<file path="config.mk">
export PLATFORM = sky130hd
export DESIGN_NAME = mux_bus_arbiter
export DESIGN_NICKNAME = d
export VERILOG_FILES = /design/src/rtl/mux_bus_arbiter_pkg.sv /design/src/rtl/mux_bus_arbiter_rr_pick4.sv /design/src/rtl/mux_bus_arbiter.sv
export SDC_FILE = /design/constraint.sdc
export NUM_CORES = 1
export LEC_CHECK = 0
export CORE_ASPECT_RATIO = 1.4
export CORE_MARGIN = 4
export CORE_UTILIZATION = 48
export CTS_CLUSTER_DIAMETER = 50
export DETAILED_ROUTE_END_ITERATION = 7
export PLACE_DENSITY = 0.81
export SYNTH_ARGS = -nofsm -noshare
export SYNTH_HDL_FRONTEND = slang
export SYNTH_HIERARCHICAL = 1
export SYNTH_SLANG_ARGS = --single-unit
</file>
<file path="constraint.sdc">
create_clock -name clk -period 2.5 [get_ports clk]
set_input_delay 0.625 -clock clk [delete_from_list [all_inputs] [get_ports clk]]
set_output_delay 0.625 -clock clk [all_outputs]
set_load 0.1 [all_outputs]
</file>
<file path="src/rtl/mux_bus_arbiter_pkg.sv">
// Shared types and constants for the four-requester mux bus arbiter.
package mux_bus_arbiter_pkg;

    localparam int unsigned SelW   = 2;
    localparam int unsigned NumReq = 4;

    typedef enum logic [1:0] {
        StIdle = 2'd0,
        StOwn  = 2'd1,
        StGap  = 2'd2
    } state_e;

endpackage

</file>
<file path="src/rtl/mux_bus_arbiter_rr_pick4.sv">
// Combinational round-robin pick: first asserted request scanning from last_owner+1, wrapping.
module rr_pick4
    import mux_bus_arbiter_pkg::*;
(
    input  logic [NumReq-1:0] req,
    input  logic [SelW-1:0]   last_owner,
    output logic              valid,
    output logic [SelW-1:0]   pick
);

    logic [SelW-1:0] idx;

    always_comb begin
        valid = |req;
        pick  = last_owner;
        idx   = '0;
        // Walk from the farthest candidate to the nearest so the nearest match wins.
        for (int k = NumReq; k >= 1; k--) begin
            idx = last_owner + SelW'(k);
            if (req[idx]) begin
                pick = idx;
            end
        end
    end

endmodule

</file>
<file path="src/rtl/mux_bus_arbiter.sv">
// Round-robin owner of a shared dual 4:1 mux: drives select code, active-low enables and grant.
module mux_bus_arbiter
    import mux_bus_arbiter_pkg::*;
#(
    parameter int unsigned MAX_HOLD   = 8,
    parameter int unsigned TURNAROUND = 1
) (
    input  logic              clk,
    input  logic              reset,
    input  logic [NumReq-1:0] req,
    output logic [NumReq-1:0] grant,
    output logic              S0,
    output logic              S1,
    output logic              Ea_N,
    output logic              Eb_N,
    output logic              busy
);

    localparam logic [7:0] HoldMax = 8'(MAX_HOLD - 1);

    state_e            state_q, state_d;
    logic [SelW-1:0]   owner_q, owner_d;
    logic [SelW-1:0]   last_owner_q, last_owner_d;
    logic [7:0]        hold_cnt_q, hold_cnt_d;
    logic [NumReq-1:0] grant_q, grant_d;
    logic [SelW-1:0]   sel_q, sel_d;
    logic              en_n_q, en_n_d;
    logic              busy_q, busy_d;

    logic [NumReq-1:0] pick_req;
    logic [SelW-1:0]   pick_last;
    logic              pick_valid;
    logic [SelW-1:0]   pick;
    logic              release_own;

    rr_pick4 u_pick (
        .req        (pick_req),
        .last_owner (pick_last),
        .valid      (pick_valid),
        .pick       (pick)
    );

    always_comb begin
        state_d      = state_q;
        owner_d      = owner_q;
        last_owner_d = last_owner_q;
        hold_cnt_d   = hold_cnt_q;
        release_own  = 1'b0;
        pick_req     = req;
        pick_last    = last_owner_q;

        // While owning, the pick only considers the other sources, scanning past the owner.
        if (state_q == StOwn) begin
            pick_req  = req & ~(NumReq'(1) << owner_q);
            pick_last = owner_q;
        end

        unique case (state_q)
            StIdle, StGap: begin
                if (pick_valid) begin
                    state_d    = StOwn;
                    owner_d    = pick;
                    hold_cnt_d = '0;
                end else begin
                    state_d = StIdle;
                end
            end
            StOwn: begin
                release_own = !req[owner_q] || ((hold_cnt_q == HoldMax) && pick_valid);
                if (release_own) begin
                    last_owner_d = owner_q;
                    if (TURNAROUND != 0) begin
                        state_d = StGap;
                    end else if (pick_valid) begin
                        owner_d    = pick;
                        hold_cnt_d = '0;
                    end else begin
                        state_d = StIdle;
                    end
                end else if (hold_cnt_q != HoldMax) begin
                    hold_cnt_d = hold_cnt_q + 8'd1;
                end
            end
            default: state_d = StIdle;
        endcase

        // Outputs are registered, so they are derived from the next state.
        grant_d = '0;
        sel_d   = sel_q;
        en_n_d  = 1'b1;
        busy_d  = (state_d != StIdle);
        if (state_d == StOwn) begin
            grant_d = NumReq'(1) << owner_d;
            sel_d   = owner_d;
            en_n_d  = 1'b0;
        end
    end

    always_ff @(posedge clk or posedge reset) begin
        if (reset) begin
            state_q      <= StIdle;
            owner_q      <= '0;
            last_owner_q <= SelW'(NumReq - 1);
            hold_cnt_q   <= '0;
            grant_q      <= '0;
            sel_q        <= '0;
            en_n_q       <= 1'b1;
            busy_q       <= 1'b0;
        end else begin
            state_q      <= state_d;
            owner_q      <= owner_d;
            last_owner_q <= last_owner_d;
            hold_cnt_q   <= hold_cnt_d;
            grant_q      <= grant_d;
            sel_q        <= sel_d;
            en_n_q       <= en_n_d;
            busy_q       <= busy_d;
        end
    end

    assign grant = grant_q;
    assign S0    = sel_q[1];
    assign S1    = sel_q[0];
    assign Ea_N  = en_n_q;
    assign Eb_N  = en_n_q;
    assign busy  = busy_q;

endmodule

</file>
Word level (Yosys, flattened, before mapping)
Cells that the tools add are included.
{ "totals": {"regBits": 22, "inputBits": 6, "out_inout_bits": 9, "elab_cells": 62} }
{ "classes": {"add_sub_neg": 4, "magnitude_cmp": 4, "eq_ne": 8, "n_shift": 2, "muxes": 24, "n_bitwise": 2, "reduce_logical": 10} }
{ "op_table": {"columns": ["cell", "count"], "rows": [
  ["2-to-1 mux 8 bit", 3],
  ["case mux 8 bit (2 select lines)", 1],
  ["2-to-1 mux 2 bit", 7],
  ["< comparator 2 x 3 -> 1 bit, second input constant", 4],
  ["adder 8 x 1 -> 8 bit, second input constant", 1],
  ["binary-select mux 1 bit (select 2 bit)", 4],
  ["equality test 8 x 3 -> 1 bit, second input constant", 1],
  ["2-to-1 mux 4 bit", 2],
  ["!= test 8 x 3 -> 1 bit, second input constant", 1],
  ["<< shifter 1 x 2 -> 4 bit, first input constant", 2],
  ["2-to-1 mux 1 bit", 6],
  ["adder 2 bit, second input constant", 2],
  ["AND 4 bit", 1],
  ["equality test 2 x 1 -> 1 bit, second input constant", 2],
  ["!= test 2 bit, second input constant", 2],
  ["inverter 4 bit", 1],
  ["case mux 2 bit (2 select lines)", 1],
  ["AND reduction 4 bit", 1],
  ["nonzero test 2 bit", 2],
  ["OR reduction 4 bit", 1],
  ["adder 2 x 1 -> 2 bit, second input constant", 1],
  ["equality test 2 bit, second input constant", 1],
  ["zero test 2 bit", 1],
  ["!= test 2 x 1 -> 1 bit, second input constant", 1],
  ["5 further kinds", 5]
]} }

Logic depth before layout (Yosys ltp)
{ "logic_depth": {"word_depth": 13, "depth_mapped": 10, "mapped_depth_nobuf": 10} }

By module
Netlist, hierarchy kept.
{ "by_module_without_submodules": {"columns": ["mod", "n_inst", "cells_per_inst", "area_each_um2"], "rows": [
  ["mux_bus_arbiter", 1, 94, 1068.5],
  ["rr_pick4", 1, 14, 72.6]
]} }

Worst setup path after synthesis
OpenSTA, ideal clock, no wires.
{ "synth_timing": {"kind": "input-to-reg", "startpoint": "input req[1]", "endpoint": "register sel_q[0]", "setup_time_ns": 0.126, "t_arrival_ns": 2.296, "required_time_ns": 2.374, "setup_slack_ns": 0.077, "stages": 7, "path_buffers": 0, "path_cell_list": "a21boi_0 > nor2_1 > nand2_1 > or2b_2 > or4_4 > a31o_4 > mux2_4"} }
{ "synth_between": {"elab_cells_between_ends": 23} }
{ "synth_lines": {"columns": ["element", "line_no", "rtl"], "rows": [
  ["start, declared", "mux_bus_arbiter.sv:10", "input logic [NumReq-1:0] req,"],
  ["AND 4 bit", "mux_bus_arbiter.sv:54", "pick_req = req & ~(NumReq'(1) << owner_q);"],
  ["2-to-1 mux 4 bit *", "mux_bus_arbiter.sv:53", "if (state_q == StOwn) begin"],
  ["OR reduction 4 bit *", "mux_bus_arbiter_rr_pick4.sv:14", "valid = |req;"],
  ["named net pick_valid", "mux_bus_arbiter.sv:32", "logic pick_valid;"],
  ["logical AND 1 bit", "mux_bus_arbiter.sv:69", "release_own = !req[owner_q] || ((hold_cnt_q == HoldMax) && pick_valid);"],
  ["logical OR 1 bit", "mux_bus_arbiter.sv:69", null],
  ["2-to-1 mux 2 bit", "mux_bus_arbiter.sv:70", "if (release_own) begin"],
  ["case mux 2 bit (2 select lines) *", "mux_bus_arbiter.sv:58", "unique case (state_q)"],
  ["named net state_d[0]", "mux_bus_arbiter.sv:21", "state_e state_q, state_d;"],
  ["equality test 2 x 1 -> 1 bit *", "mux_bus_arbiter.sv:92", "if (state_d == StOwn) begin"],
  ["end signal, assigned", "mux_bus_arbiter.sv:115", "sel_q <= sel_d;"],
  ["end, declared", "mux_bus_arbiter.sv:26", "logic [SelW-1:0] sel_q, sel_d;"]
]} }
The timed path passes the listed nets; every way through them passes the cells marked *. The select of a mux whose other input is x is not followed.
A chain may end at the register's enable or synchronous reset.

Final worst setup path
{ "layout_timing": {"startpoint": "register state_q[0]", "endpoint": "register sel_q[0]"} }
{ "layout_between": {"elab_cells_between_ends": 27} }
{ "layout_lines": {"columns": ["element", "line_no", "rtl"], "rows": [
  ["start, declared", "mux_bus_arbiter.sv:21", null],
  ["start signal, assigned", "mux_bus_arbiter.sv:101", "state_q <= StIdle;"],
  ["start signal, assigned", "mux_bus_arbiter.sv:110", "state_q <= state_d;"],
  ["equality test 2 x 1 -> 1 bit *", "mux_bus_arbiter.sv:53", null],
  ["2-to-1 mux 4 bit *", "mux_bus_arbiter.sv:53", null],
  ["named net pick_req[3]", "mux_bus_arbiter.sv:30", "logic [NumReq-1:0] pick_req;"],
  ["binary-select mux 1 bit (select 2 bit)", "mux_bus_arbiter_rr_pick4.sv:20", "if (req[idx]) begin"],
  ["2-to-1 mux 1 bit (implied by the code)", "mux_bus_arbiter_rr_pick4.sv:20", null],
  ["2-to-1 mux 2 bit (2 in a row)", "mux_bus_arbiter_rr_pick4.sv:20", null],
  ["2-to-1 mux 2 bit *", "mux_bus_arbiter_rr_pick4.sv:20", null],
  ["named net pick[0]", "mux_bus_arbiter.sv:33", "logic [SelW-1:0] pick;"],
  ["2-to-1 mux 2 bit *", "mux_bus_arbiter.sv:60", "if (pick_valid) begin"],
  ["2-to-1 mux 2 bit *", null, null],
  ["named net owner_d[0]", "mux_bus_arbiter.sv:22", "logic [SelW-1:0] owner_q, owner_d;"]
]} }
Marked as above.

==> impl_results.md <==
* Final net count at 158
* Max-slew violation count at 0
* Setup TNS at -16.21 ps
* Arrival time worst endpoint at 2720 ps
* Failing checks: setup timing
* Nature of the critical path startpoint: flip-flop
* Flops & latches, synth at 22
* P&R area growth vs syn at 39.25%
* Reg clk slew, reported paths at 120 ps
* Hold Vio Cnt, Final at 0
* GPL Wtd Cong at 0.7562
* Synth top area cells: dfrtp_1 (42%), dfstp_2 (6.9%), nand2_1 (4.6%)
* Hold Crit Class: reg -> reg
* Hold_buf cts at 0
* Number of global-route vias before repair at 1049
* R2r worst-path depth at 13
* Ys Warns at 6
* Synthesized area at 0.001141 sq mm
* IO Pins at 15
* CP max FO at 5
* DR vias at 1018
* Seq/Total Area, Yosys at 0.4857
* Worst slew margin at 0.7354
* Share of cells above drive strength 1 at 0.4800
* Clock skew at 10.95 ps
* Htree depth at 1
* DIE WIDTH at 49.21 um
* Type of the worst setup path: reg -> reg
* CTS root buf: clkbuf_4
* Fmax at 397.4 MHz
* Period utilisation layout at 1.006
* Initial core utilization at 0.5124
* DP HPWL at 1823 um
* Die Height at 65.69 um
* Core footprint at 0.002227 sq mm
* Synth cell types at 39
* Fillers at 143
* Clock buffers created by TritonCTS at 3
* Gr ovfl total at 0
* Antenna viol nets, final at 0
* DRT iter0 DRCs at 46
* Final WL at 3094 um
* Setup WS post-layout at -16.21 ps
* TritonCTS clock tree: built
* Hold Crit Depth at 1
* Syn_area_per_cell at 10.57 sq um
* Kind of end point of the critical path: flip-flop
* Total track usage at 0.1892
* Routed vias/inst at 5.919
* Die ar. at 0.003232 sq mm
* Global-route wire length before repair at 4698 um
* Drt drc at 0
* Mapped Cells at 108
* Initial antenna violation count at 0
* Status: finished, violations left
* Worst EP required at 2700 ps
* Cell taking the most area after synthesis: dfrtp_1
* Synth top area share at 0.4167
* Synthesized net count at 115
* Cell row count at 20
* IO Port Bufs at 14
* Clk_lat worst skew at 320 ps
* Setup violators final at 1
* Sink Count at 22
* Wire per inst at 17.99 um
* Largest net degree at the start of global routing at 23
* Worst hold slack at 549.1 ps
* Pre-antenna DRT Iters at 5
* Worst-Margin Slew at 395.8 ps
* MaxCap Viol Count at 0
* Period minus WS final at 2516 ps
* Clock Path Buffers at 2
* Antenna Cells at 0
==> stage by stage <==
stage	std cells	util	area [sq um]	worst slack, ps
finish	172	0.7135	1589	-16.21
global route	172	0.7135	1589	-55.31
CTS	171	0.6669	1485	30.41
detailed placement	157	0.6197	1380	-459.9
global placement	157	0.6197	1380	-353.9
floorplan	108	-	1141	77.26
==> sequential cells by signal (all words and copies together) (netlist names) <==
name and cells:
hold_cnt_q 8, grant 4, last_owner_q 2, owner_q 2
sel_q 2, state_q 2, Ea_N 1, busy 1
==> cell usage after synthesis (all sizes together) <==
master,count
a21boi,1
a21o,1
a21oi,5
a31o,1
a31oi,2
a32oi,1
and4b,1
buf,3
dfrtp,19
dfstp,3
ha,1
inv,8
mux2,4
mux2i,3
mux4,1
nand2,14
nand2b,3
nand3,4
nand4,1
nand4bb,1
nor2,4
nor2b,2
nor3,5
o2111ai,1
o211ai,2
o21a,1
o21ai,5
o311ai,1
o31a,1
o31ai,1
o41ai,1
or2b,1
or3,4
or4,1
xor2,1
==> layout by cell type, fill, tap and decap left out, types with 2 or more instances in the layout <==
cell type      instances
nand2_1               13
nor2_1                 3
buf_6                  2
nand2b_1               2
or3_1                  3
mux2_4                 2
buf_4                 34
inv_1                  7
a31oi_4                2
nor3_2                 4
nand3_1                4
mux2i_1                2
dfrtp_1               17
o21ai_0                5
dfrtp_2                2
dfstp_2                3
clkbuf_4               3
dlygate4sd2_1          4
a21oi_1                3
mux2_2                 2
==> critical path, cell delays in order (launching register included) <==
cell	delay, ps
dfrtp_2	440
nor2b_4	220
a31oi_4	110
buf_6	140
buf_4	120
buf_4	120
buf_4	120
buf_4	120
buf_4	140
a32oi_1	210
nand2_1	110
mux2i_2	210
inv_2	90
mux2_4	260
==> per-layer routing <==
layer,global-route usage,wire (um)
met2,0.3322,1687
met5,0,0
met4,0.1495,119
met3,0.03401,137
met1,0.1959,1150
==> what timing repair did <==
item                                    in CTS  in global routing
setup buffers                               10                  1
endpoints found under the setup margin       9                  9
pin swaps                                    5                  6
hold endpoints to repair                     0                  0
resized for setup                            8                 20
==> worst paths after layout <==
check                           start          to  slack, ps
setup / recovery           state_q[0]    sel_q[0]        -20
hold / removal               sel_q[1]    sel_q[1]        550
setup reg to reg           state_q[0]    sel_q[0]        -20
hold reg to reg              sel_q[1]    sel_q[1]        550
max in group asynchronous       reset        Ea_N       1580
min in group asynchronous       reset  state_q[1]        630
==> layout make-up <==
type                    count  area [sq um]  area share
clock buffers               4         26.28     0.01654
inverters                   8         30.03     0.01890
multi-input cells          75         625.6      0.3937
flip-flops and latches     22         556.8      0.3504
well taps                  22         27.53     0.01732
repair buffers             41         322.8      0.2032
==> cell families (layout without fill, tap and decap cells) <==
group,after synthesis,count (layout),synth area share
and+or+nand+nor,41,41,0.1952
AOI/OAI and AO/OA,24,24,0.1590
DFF,22,22,0.4858
buffers and inverters,11,53,0.04934
muxes,8,8,0.09210
adders and majority gates,1,1,0.01096
xor gates and xnor gates,1,1,0.007677
Power is left out: the tool's default activity adds up to more than one toggle a clock period on the data nets, which glitch-free logic cannot reach.
